<file path="src/rtl/fifo_pkg.sv">
// fifo_pkg: shared constants, occupancy-state enum and sizing helpers
// for the async_fifo read-side streamer.
package fifo_pkg;

  localparam int DATA_WIDTH_DEF = 8;

  typedef enum logic [1:0] {
    EMPTY_BUF,
    PARTIAL,
    FULL_BUF
  } occ_state_e;

  function automatic int ptr_w(input int depth);
    return (depth <= 2) ? 1 : $clog2(depth);
  endfunction

  function automatic int occ_w(input int depth);
    return $clog2(depth + 1);
  endfunction

endpackage

</file>
<file path="src/rtl/skid_buffer.sv">
// skid_buffer: small circular store that absorbs the FIFO read latency
// and presents the head word on a valid/ready stream.
module skid_buffer
  import fifo_pkg::*;
#(
  parameter  int DW    = DATA_WIDTH_DEF,
  parameter  int DEPTH = 3,
  localparam int PW    = ptr_w(DEPTH),
  localparam int OW    = occ_w(DEPTH)
) (
  input  logic          clk,
  input  logic          rst,
  input  logic          cap,
  input  logic [DW-1:0] cap_data,
  input  logic          flush,
  output logic [OW-1:0] occ,
  output logic          m_valid,
  output logic [DW-1:0] m_data,
  input  logic          m_ready,
  output logic          pop
);

  logic [DW-1:0] mem_q [DEPTH];
  logic [DW-1:0] mem_d [DEPTH];
  logic [PW-1:0] wr_ptr_q, wr_ptr_d;
  logic [PW-1:0] rd_ptr_q, rd_ptr_d;
  logic [OW-1:0] occ_q, occ_d;
  occ_state_e    state_q, state_d;
  logic          wr;

  function automatic logic [PW-1:0] nxt(
    input logic [PW-1:0] p
  );
    return (p == PW'(DEPTH - 1)) ? '0 : p + PW'(1);
  endfunction

  assign occ     = occ_q;
  assign m_valid = (state_q != EMPTY_BUF);
  assign m_data  = mem_q[rd_ptr_q];

  always_comb begin
    mem_d    = mem_q;
    wr_ptr_d = wr_ptr_q;
    rd_ptr_d = rd_ptr_q;
    occ_d    = occ_q;
    wr       = cap && !flush;
    pop      = m_valid && m_ready && !flush;
    if (wr) begin
      mem_d[wr_ptr_q] = cap_data;
      wr_ptr_d        = nxt(wr_ptr_q);
    end
    if (pop) rd_ptr_d = nxt(rd_ptr_q);
    // flush drops everything and realigns the read side
    unique case (1'b1)
      flush: begin
        occ_d    = '0;
        rd_ptr_d = wr_ptr_q;
      end
      (wr && !pop): occ_d = occ_q + OW'(1);
      (pop && !wr): occ_d = occ_q - OW'(1);
      default: ;
    endcase
    unique case (1'b1)
      (occ_d == '0):          state_d = EMPTY_BUF;
      (occ_d == OW'(DEPTH)):  state_d = FULL_BUF;
      default:                state_d = PARTIAL;
    endcase
  end

  always_ff @(posedge clk) begin
    if (rst) begin
      for (int i = 0; i < DEPTH; i++) mem_q[i] <= '0;
      wr_ptr_q <= '0;
      rd_ptr_q <= '0;
      occ_q    <= '0;
      state_q  <= EMPTY_BUF;
    end else begin
      mem_q    <= mem_d;
      wr_ptr_q <= wr_ptr_d;
      rd_ptr_q <= rd_ptr_d;
      occ_q    <= occ_d;
      state_q  <= state_d;
    end
  end

  a_occ: assert property (
    @(posedge clk) disable iff (rst)
    occ_q <= OW'(DEPTH));

  a_state: assert property (
    @(posedge clk) disable iff (rst)
    (state_q == FULL_BUF) == (occ_q == OW'(DEPTH)));

endmodule

</file>
<file path="src/rtl/fifo_rd_streamer.sv">
// fifo_rd_streamer: R_CLK-domain drain for async_fifo; credit-based R_EN
// feeds a skid buffer so M_READY never reaches R_EN combinationally.
module fifo_rd_streamer
  import fifo_pkg::*;
#(
  parameter int DATA_WIDTH = DATA_WIDTH_DEF,
  parameter int SKID_DEPTH = 3,
  parameter int CNT_WIDTH  = 16
) (
  input  logic                  R_CLK,
  input  logic                  RRST,
  input  logic                  EMPTY,
  input  logic [DATA_WIDTH-1:0] FIFO_DATA,
  output logic                  R_EN,
  input  logic                  FLUSH,
  output logic                  M_VALID,
  output logic [DATA_WIDTH-1:0] M_DATA,
  input  logic                  M_READY,
  output logic [CNT_WIDTH-1:0]  RD_COUNT
);

  localparam int OW = occ_w(SKID_DEPTH);

  logic                 inflight_q, inflight_d;
  logic [CNT_WIDTH-1:0] cnt_q, cnt_d;
  logic [OW-1:0]        occ;
  logic                 pop;
  logic                 credit_ok;

  always_comb begin
    // the word in flight already holds a slot
    credit_ok  = (int'(occ) + int'(inflight_q)) < SKID_DEPTH;
    R_EN       = !EMPTY && !FLUSH && !RRST && credit_ok;
    inflight_d = R_EN;
    cnt_d      = pop ? cnt_q + CNT_WIDTH'(1) : cnt_q;
  end

  always_ff @(posedge R_CLK) begin
    if (RRST) begin
      inflight_q <= 1'b0;
      cnt_q      <= '0;
    end else begin
      inflight_q <= inflight_d;
      cnt_q      <= cnt_d;
    end
  end

  assign RD_COUNT = cnt_q;

  skid_buffer #(
    .DW    (DATA_WIDTH),
    .DEPTH (SKID_DEPTH)
  ) u_skid (
    .clk      (R_CLK),
    .rst      (RRST),
    .cap      (inflight_q),
    .cap_data (FIFO_DATA),
    .flush    (FLUSH),
    .occ      (occ),
    .m_valid  (M_VALID),
    .m_data   (M_DATA),
    .m_ready  (M_READY),
    .pop      (pop)
  );

endmodule

</file>
<file path="config.mk">
export PLATFORM = sky130hd
export DESIGN_NAME = fifo_rd_streamer
export DESIGN_NICKNAME = d
export VERILOG_FILES = /design/src/rtl/fifo_pkg.sv /design/src/rtl/skid_buffer.sv /design/src/rtl/fifo_rd_streamer.sv
export SDC_FILE = /design/constraint.sdc
export NUM_CORES = 1
export LEC_CHECK = 0
export CORE_UTILIZATION = 50
export CTS_CLUSTER_DIAMETER = 150
export DETAILED_ROUTE_END_ITERATION = 6
export PLACE_DENSITY = 0.87
export SYNTH_ARGS = -nofsm -noshare
export SYNTH_HDL_FRONTEND = slang
export SYNTH_SLANG_ARGS = --single-unit
</file>
<file path="constraint.sdc">
create_clock -name R_CLK -period 3.5 [get_ports R_CLK]
set_input_delay 0.7 -clock R_CLK [delete_from_list [all_inputs] [get_ports R_CLK]]
set_output_delay 0.7 -clock R_CLK [all_outputs]
set_load 0.02 [all_outputs]
</file>
==> summary.txt, run 1 <==
top layer in use -> met4
maximum vdd ir drop -> 0.000244 V
worst clock skew -> 0.00896 ns
post-DP HPWL -> 3090 um
leakage power summed over all cells -> 0.894 nW
antenna violations before repair -> 0
Net Count, Synth -> 285
die outline area -> 4590 sq um
vias post-DR -> 1907
distinct cell type count of the synthesized netlist -> 32
Critical Path Fanout Max -> 2
RSZ-0062 raised after global routing -> false
average wire per cell in the routed design -> 13.0 um
Final nets -> 321
global-route total usage across every layer -> 21.1%
Setup crit end kind -> output pin
WL met1 -> 2110 um
# Max-Cap Violations -> 0
CTS buffer count -> 5
data arrival time of the critical path -> 2.47 ns
wire length of the first global-routing pass -> 7160 um
relative slew slack -> 53.8%
width of the chip -> 67.7 um
clock tree from TritonCTS -> yes
amount of wire on met3 after detailed routing -> 184 um
Seq/Total Area, Yosys -> 45.4%
Max Freq -> 316 MHz
Mapped Area -> 2160 sq um
final routed wirelength across all metal layers -> 4600 um
post-CTS setup buffer count -> 0
Total Neg Setup Slack -> 0 ns
status -> completed
post-DR vias/cell -> 5.39
leftover overflow at the end of global routing -> 0
Power per Cell Area -> 386 nW/um^2
clock latency at the later pin of the worst-skew pair -> 0.31 ns
standard-cell row count -> 23
post-detailed-route count of antenna-violating nets -> 0
post-synthesis to final-layout area growth -> 25.5%
number of top-level design ports -> 39
Placeable Area -> 4090 sq um
met2 wire length -> 2230 um
Worst Path Required -> 2.80 ns
CTS-repair resized insts -> 0
number of input and output port buffers inserted -> 38
final number of hold-violating endpoints -> 0
Iter 0 DRT Violations -> 122
Clk pin slew, worst setup/hold paths -> 0.09 ns
post-detailed-route DRC marker count -> 0
number of sinks on the clock net -> 49
flops & latches, synth -> 49
type of the worst setup path -> in2out
count of synthesis-stage warnings from yosys -> 0
diodes inserted -> 0
# H-tree levels -> 2
type of origin of the critical path -> primary input
vias in the first global route -> 1588
y dimension of the die -> 67.7 um
final worst path period need -> 3.17 ns
Max Slew Vio Count -> 0
cell at the root of the clock tree -> clkbuf_8
global placer's final weighted congestion -> 0.770
Tcrit/Tclk final -> 90.5%
number of buffers on the longest clock path -> 2
CTS Hold Buffers Added -> 0
average size of a mapped cell -> 8.09 sq um
Slew @ Worst Pin -> 0.687 ns
Tot Pwr -> 1.05 mW
final-report setup violation count -> 0
initial core utilization -> 52.8%
first-pass iteration count of the detailed router -> 4
class of the most critical hold timing path -> reg2reg
post-synthesis instance total -> 267
maximum number of pins on one net before global-route repair -> 51
layout cells sized above 1 -> 6.91%
==> sequential cells by signal, summed over array words and instances, names as in the netlist <==
signal and count:
u_skid.occ 2, RD_COUNT 16, u_skid.wr_ptr_q 2, u_skid.mem_q 24
u_skid.state_q 2, inflight_q 1, u_skid.rd_ptr_q 2
==> placed cells by master (no fill, tap or decap) <==
| cell type | n |
|---|---|
| nor4_1 | 5 |
| or3_1 | 5 |
| or2_2 | 1 |
| clkinvlp_4 | 1 |
| mux2_2 | 2 |
| o21ai_1 | 1 |
| clkdlybuf4s50_1 | 38 |
| nand2b_1 | 1 |
| or4_1 | 3 |
| inv_1 | 5 |
| mux2i_1 | 9 |
| nand4_2 | 1 |
| nor2b_1 | 8 |
| nand4_1 | 2 |
| or3b_2 | 2 |
| a31o_2 | 1 |
| nor3b_1 | 4 |
| a211oi_1 | 1 |
| clkbuf_8 | 6 |
| xor2_1 | 2 |
| a21oi_1 | 33 |
| o21ai_0 | 13 |
| o22ai_1 | 1 |
| nand3b_1 | 1 |
| nand2_1 | 65 |
| nor2_1 | 13 |
| nor3_1 | 6 |
| ha_1 | 5 |
| o31ai_1 | 1 |
| bufinv_16 | 1 |
| xnor2_1 | 9 |
| buf_4 | 6 |
| dfxtp_1 | 49 |
| nand3_1 | 3 |
==> worst max-delay path: stages <==
cell and delay (ns):
clkdlybuf4s50_1 0.43, or4_1 0.58, a21oi_1 0.14, clkdlybuf4s50_1 0.61
==> cells in the mapped netlist <==
master	instances	area (sq um)
a21oi_1	33	165
o31ai_1	1	7.51
or3b_2	2	17.5
ha_1	5	62.6
clkbuf_1	13	48.8
nand3_1	3	15.0
xor2_1	2	17.5
nor3b_1	4	30.0
clkbuf_2	1	5.00
o21ai_1	1	5.00
a211oi_1	1	7.51
a31o_2	1	8.76
nand4_2	1	12.5
nand3b_1	1	7.51
nand4_1	2	12.5
nand2b_1	1	6.26
nor4_1	5	31.3
nor2b_1	8	50.1
mux2i_1	9	90.1
xnor2_1	9	78.8
inv_1	5	18.8
o21ai_0	13	65.1
mux2_2	2	22.5
nand2_1	65	244
buf_1	1	3.75
or2_2	1	6.26
o22ai_1	1	6.26
nor2_1	13	48.8
or3_1	5	31.3
nor3_1	6	30.0
or4_1	3	22.5
dfxtp_1	49	981
==> cell type report <==
type                    count  area (sq um)
fillers                   326          1380
multi-input cells         198          1100
flip-flops and latches     49           981
repair buffers             44           425
clock buffers               6          82.6
well taps                  50          62.6
clock inverters             2          37.5
inverters                   5          18.8
==> cells by family (layout without fill, tap and decap cells) <==
kind of cell	Yosys count	in the layout	synth area share [%]
AND/OR/NAND/NOR	120	120	26.2
multiplexers	11	11	5.21
flip-flops	49	49	45.4
XOR/XNOR	11	11	4.46
adder cells (fa/ha/maj)	5	5	2.90
buffers and inverters	20	57	3.53
AO/OA/AOI/OAI	51	51	12.3
==> power breakdown <==
part | switching (mW) | total (mW) | internal, mW
combinational | 0.0320 | 0.0593 | 0.0272
sequential | 0.00531 | 0.567 | 0.562
clock | 0.188 | 0.420 | 0.232
==> routing by layer <==
metal | vias to the layer above | global-route usage (%)
met5 | - | 0
met4 | 0 | 9.84
met3 | 7 | 3.55
met2 | 35 | 34.3
met1 | 888 | 27.0
li1 | 977 | -
==> path summary, 6_finish.rpt <==
check                                       start           endpoint  slack [ns]  cells past startpoint
worst min-delay path             u_skid.mem_q[10]   u_skid.mem_q[10]        0.46                      2
worst min register to register   u_skid.mem_q[10]   u_skid.mem_q[10]        0.46                      2
worst max register to register  u_skid.state_q[1]  u_skid.state_q[0]        1.51                      9
worst max-delay path                        FLUSH               R_EN        0.33                      4
==> through the flow <==
| stage | utilization, % | std cells | setup WS [ns] | hold slack, ns | instance area [sq um] |
|---|---|---|---|---|---|
| 6_report | 66.3 | 354 | 0.333 | 0.458 | 2710 |
| 3_3_place_gp | 63.4 | 346 | 0.407 | 0.441 | 2590 |
| 3_5_place_dp | 63.4 | 346 | 0.322 | 0.447 | 2590 |
| 4_1_cts | 66.3 | 354 | 0.322 | 0.459 | 2710 |
| 2_1_floorplan | - | 267 | 1.05 | 0.436 | 2160 |
| 5_1_grt | 66.3 | 354 | 0.287 | 0.478 | 2710 |
No activity file was read; power rests on OpenSTA's default activity.
==> inputs of run 2 (changes only) <==
--- a/config.mk
+++ b/config.mk
@@ -6,6 +6,7 @@
 export NUM_CORES = 1
 export LEC_CHECK = 0
 export CORE_UTILIZATION = 50
+export CTS_BUF_LIST = sky130_fd_sc_hd__clkbuf_2
 export CTS_CLUSTER_DIAMETER = 150
 export DETAILED_ROUTE_END_ITERATION = 6
 export PLACE_DENSITY = 0.87
==> run 2 against run 1 <==
  * Critical path depth stayed put
  * Non-clock buffer count is the same
  * Setup slack got worse by 0.036 ns
  * Core utilization decreased by 1.3 points
  * Final cell count is the same
==> summary.txt, run 2 (synthesis gave the netlist of run 1 again) <==
status -> completed
depth of the worst hold-timing path -> 2
initial core utilization -> 52.8%
relative slew slack -> 58.0%
Setup crit end kind -> output pin
reg-to-reg startpoint -> u_skid.state_q[1]
Total Neg Setup Slack -> 0 ns
post-detailed-route count of antenna-violating nets -> 0
antenna violations before repair -> 0
r2r endpoint -> u_skid.state_q[1]
post-DP HPWL -> 3090 um
vias in the first global route -> 1587
fraction of power spent switching nets -> 23.4%
first-pass iteration count of the detailed router -> 4
final instance area -> 2660 sq um
Placeable Area -> 4090 sq um
worst-case hold path end point -> u_skid.mem_q[0]
final number of hold-violating endpoints -> 0
leftover overflow at the end of global routing -> 0
number of top-level design ports -> 39
cell at the root of the clock tree -> clkbuf_2
worst slack after detailed placement -> 0.322 ns
maximum vdd ir drop -> 0.000203 V
clock latency at the later pin of the worst-skew pair -> 0.45 ns
class of the most critical hold timing path -> reg2reg
Final nets -> 321
Crit. Startpoint -> u_skid.rd_ptr_q[0]
layout cells sized above 1 -> 6.58%
Max Freq -> 312 MHz
Worst Min Path Start -> u_skid.mem_q[0]
Power per Cell Area -> 348 nW/um^2
final-report setup violation count -> 0
final core occ -> 65.0%
# H-tree levels -> 2
number of sinks on the clock net -> 49
logic gate share of total power -> 6.3%
Post-Place Cells -> 346
CTS-repair resized insts -> 0
final worst path period need -> 3.20 ns
hold slack final -> 0.471 ns
CTS buffer count -> 5
type of the worst setup path -> reg2out
Worst Path Required -> 2.80 ns
standard-cell row count -> 23
post-synthesis to final-layout area growth -> 23.0%
die outline area -> 4590 sq um
sw power -> 0.216 mW
number of input and output port buffers inserted -> 38
post-DR vias/cell -> 5.31
Iter 0 DRT Violations -> 145
y dimension of the die -> 67.7 um
Post-Layout Cell Count -> 354
Max Slew Vio Count -> 0
R2R setup slack -> 1.49 ns
leakage power summed over all cells -> 0.874 nW
global placer's final weighted congestion -> 0.770
sequential share of power -> 61.5%
Tcrit/Tclk final -> 91.5%
vias post-DR -> 1880
type of origin of the critical path -> flip-flop
worst clock skew -> 0.0217 ns
width of the chip -> 67.7 um
crit path setup slack, layout -> 0.297 ns
number of buffers on the longest clock path -> 2
CTS Hold Buffers Added -> 0
maximum number of pins on one net before global-route repair -> 51
wire length of the first global-routing pass -> 7040 um
Tot Pwr -> 0.926 mW
post-detailed-route DRC marker count -> 0
final routed wirelength across all metal layers -> 4410 um
R2R cell count -> 9
largest reg by FF count -> u_skid.mem_q
flip-flop count of the largest register after layout -> 24
Critical Path Fanout Max -> 12
average wire per cell in the routed design -> 12.5 um
global-route total usage across every layer -> 20.7%
post-CTS setup buffer count -> 0
Cell Area, Placed -> 2590 sq um
RSZ-0062 raised after global routing -> false
clock tree from TritonCTS -> yes
# Max-Cap Violations -> 0
Cell Int Power -> 0.709 mW
most common cell after layout, fill and taps aside -> nand2_1
Clk pin slew, worst setup/hold paths -> 0.25 ns
Slew @ Worst Pin -> 0.624 ns
commonest cells after routing, fill and taps aside -> nand2_1 (65), dfxtp_1 (49), clkdlybuf4s50_1 (38)
diodes inserted -> 0
data arrival time of the critical path -> 2.50 ns
share of power burned in the clock network -> 32.1%
==> run 2: power groups by stage <==
stage                     Combinational, mW  Sequential, mW  Clock (mW)
after floorplan                      0.0303           0.577           0
after global placement               0.0576           0.580           0
after detailed placement             0.0588           0.580           0
after CTS                            0.0590           0.570       0.302
after global routing                 0.0638           0.571       0.318
final                                0.0586           0.570       0.298
==> run 2: worst max path at each step <==
stage / to / depth (start not counted) / slack (ns)
final: M_DATA[3] / 4 / 0.30
after global routing: M_DATA[3] / 4 / 0.16
after CTS: M_DATA[3] / 4 / 0.29
after detailed placement: R_EN / 4 / 0.32
after global placement: R_EN / 4 / 0.41
after floorplan: u_skid.state_q[0] / 9 / 1.05
==> run 2: final cells by class <==
cell class | instances | area [sq um]
clock buffers | 5 | 25.0
repair buffers | 44 | 425
inverters | 5 | 18.8
flip-flops and latches | 49 | 981
fillers | 329 | 1430
multi-input cells | 198 | 1100
clock inverters | 3 | 41.3
well taps | 50 | 62.6
==> run 2: routing by layer <==
metal | routed length [um] | up-vias | GRT usage [%] | part of all wire [%]
li1 | - | 976 | - | -
met1 | 2000 | 852 | 26.3 | 45
met2 | 2120 | 44 | 33.0 | 48
met3 | 224 | 8 | 3.55 | 5.1
met4 | 67 | 0 | 10.9 | 1.5
met5 | 0 | - | 0 | 0
==> run 2: worst max-delay path: stages, from the launching register on <==
cell             delay, ns
dfxtp_1               0.62
nor2b_1               0.56
nand2_1               0.10
o21ai_0               0.12
clkdlybuf4s50_1       0.65
==> inputs of run 3 (changes only) <==
--- a/config.mk
+++ b/config.mk
@@ -7,7 +7,7 @@
 export LEC_CHECK = 0
 export CORE_UTILIZATION = 50
 export CTS_BUF_LIST = sky130_fd_sc_hd__clkbuf_2
-export CTS_CLUSTER_DIAMETER = 150
+export CTS_CLUSTER_DIAMETER = 30
 export DETAILED_ROUTE_END_ITERATION = 6
 export PLACE_DENSITY = 0.87
 export SYNTH_ARGS = -nofsm -noshare
==> results of run 3 <==
No change in the layout: final DEF, timing and power equal those of run 2.
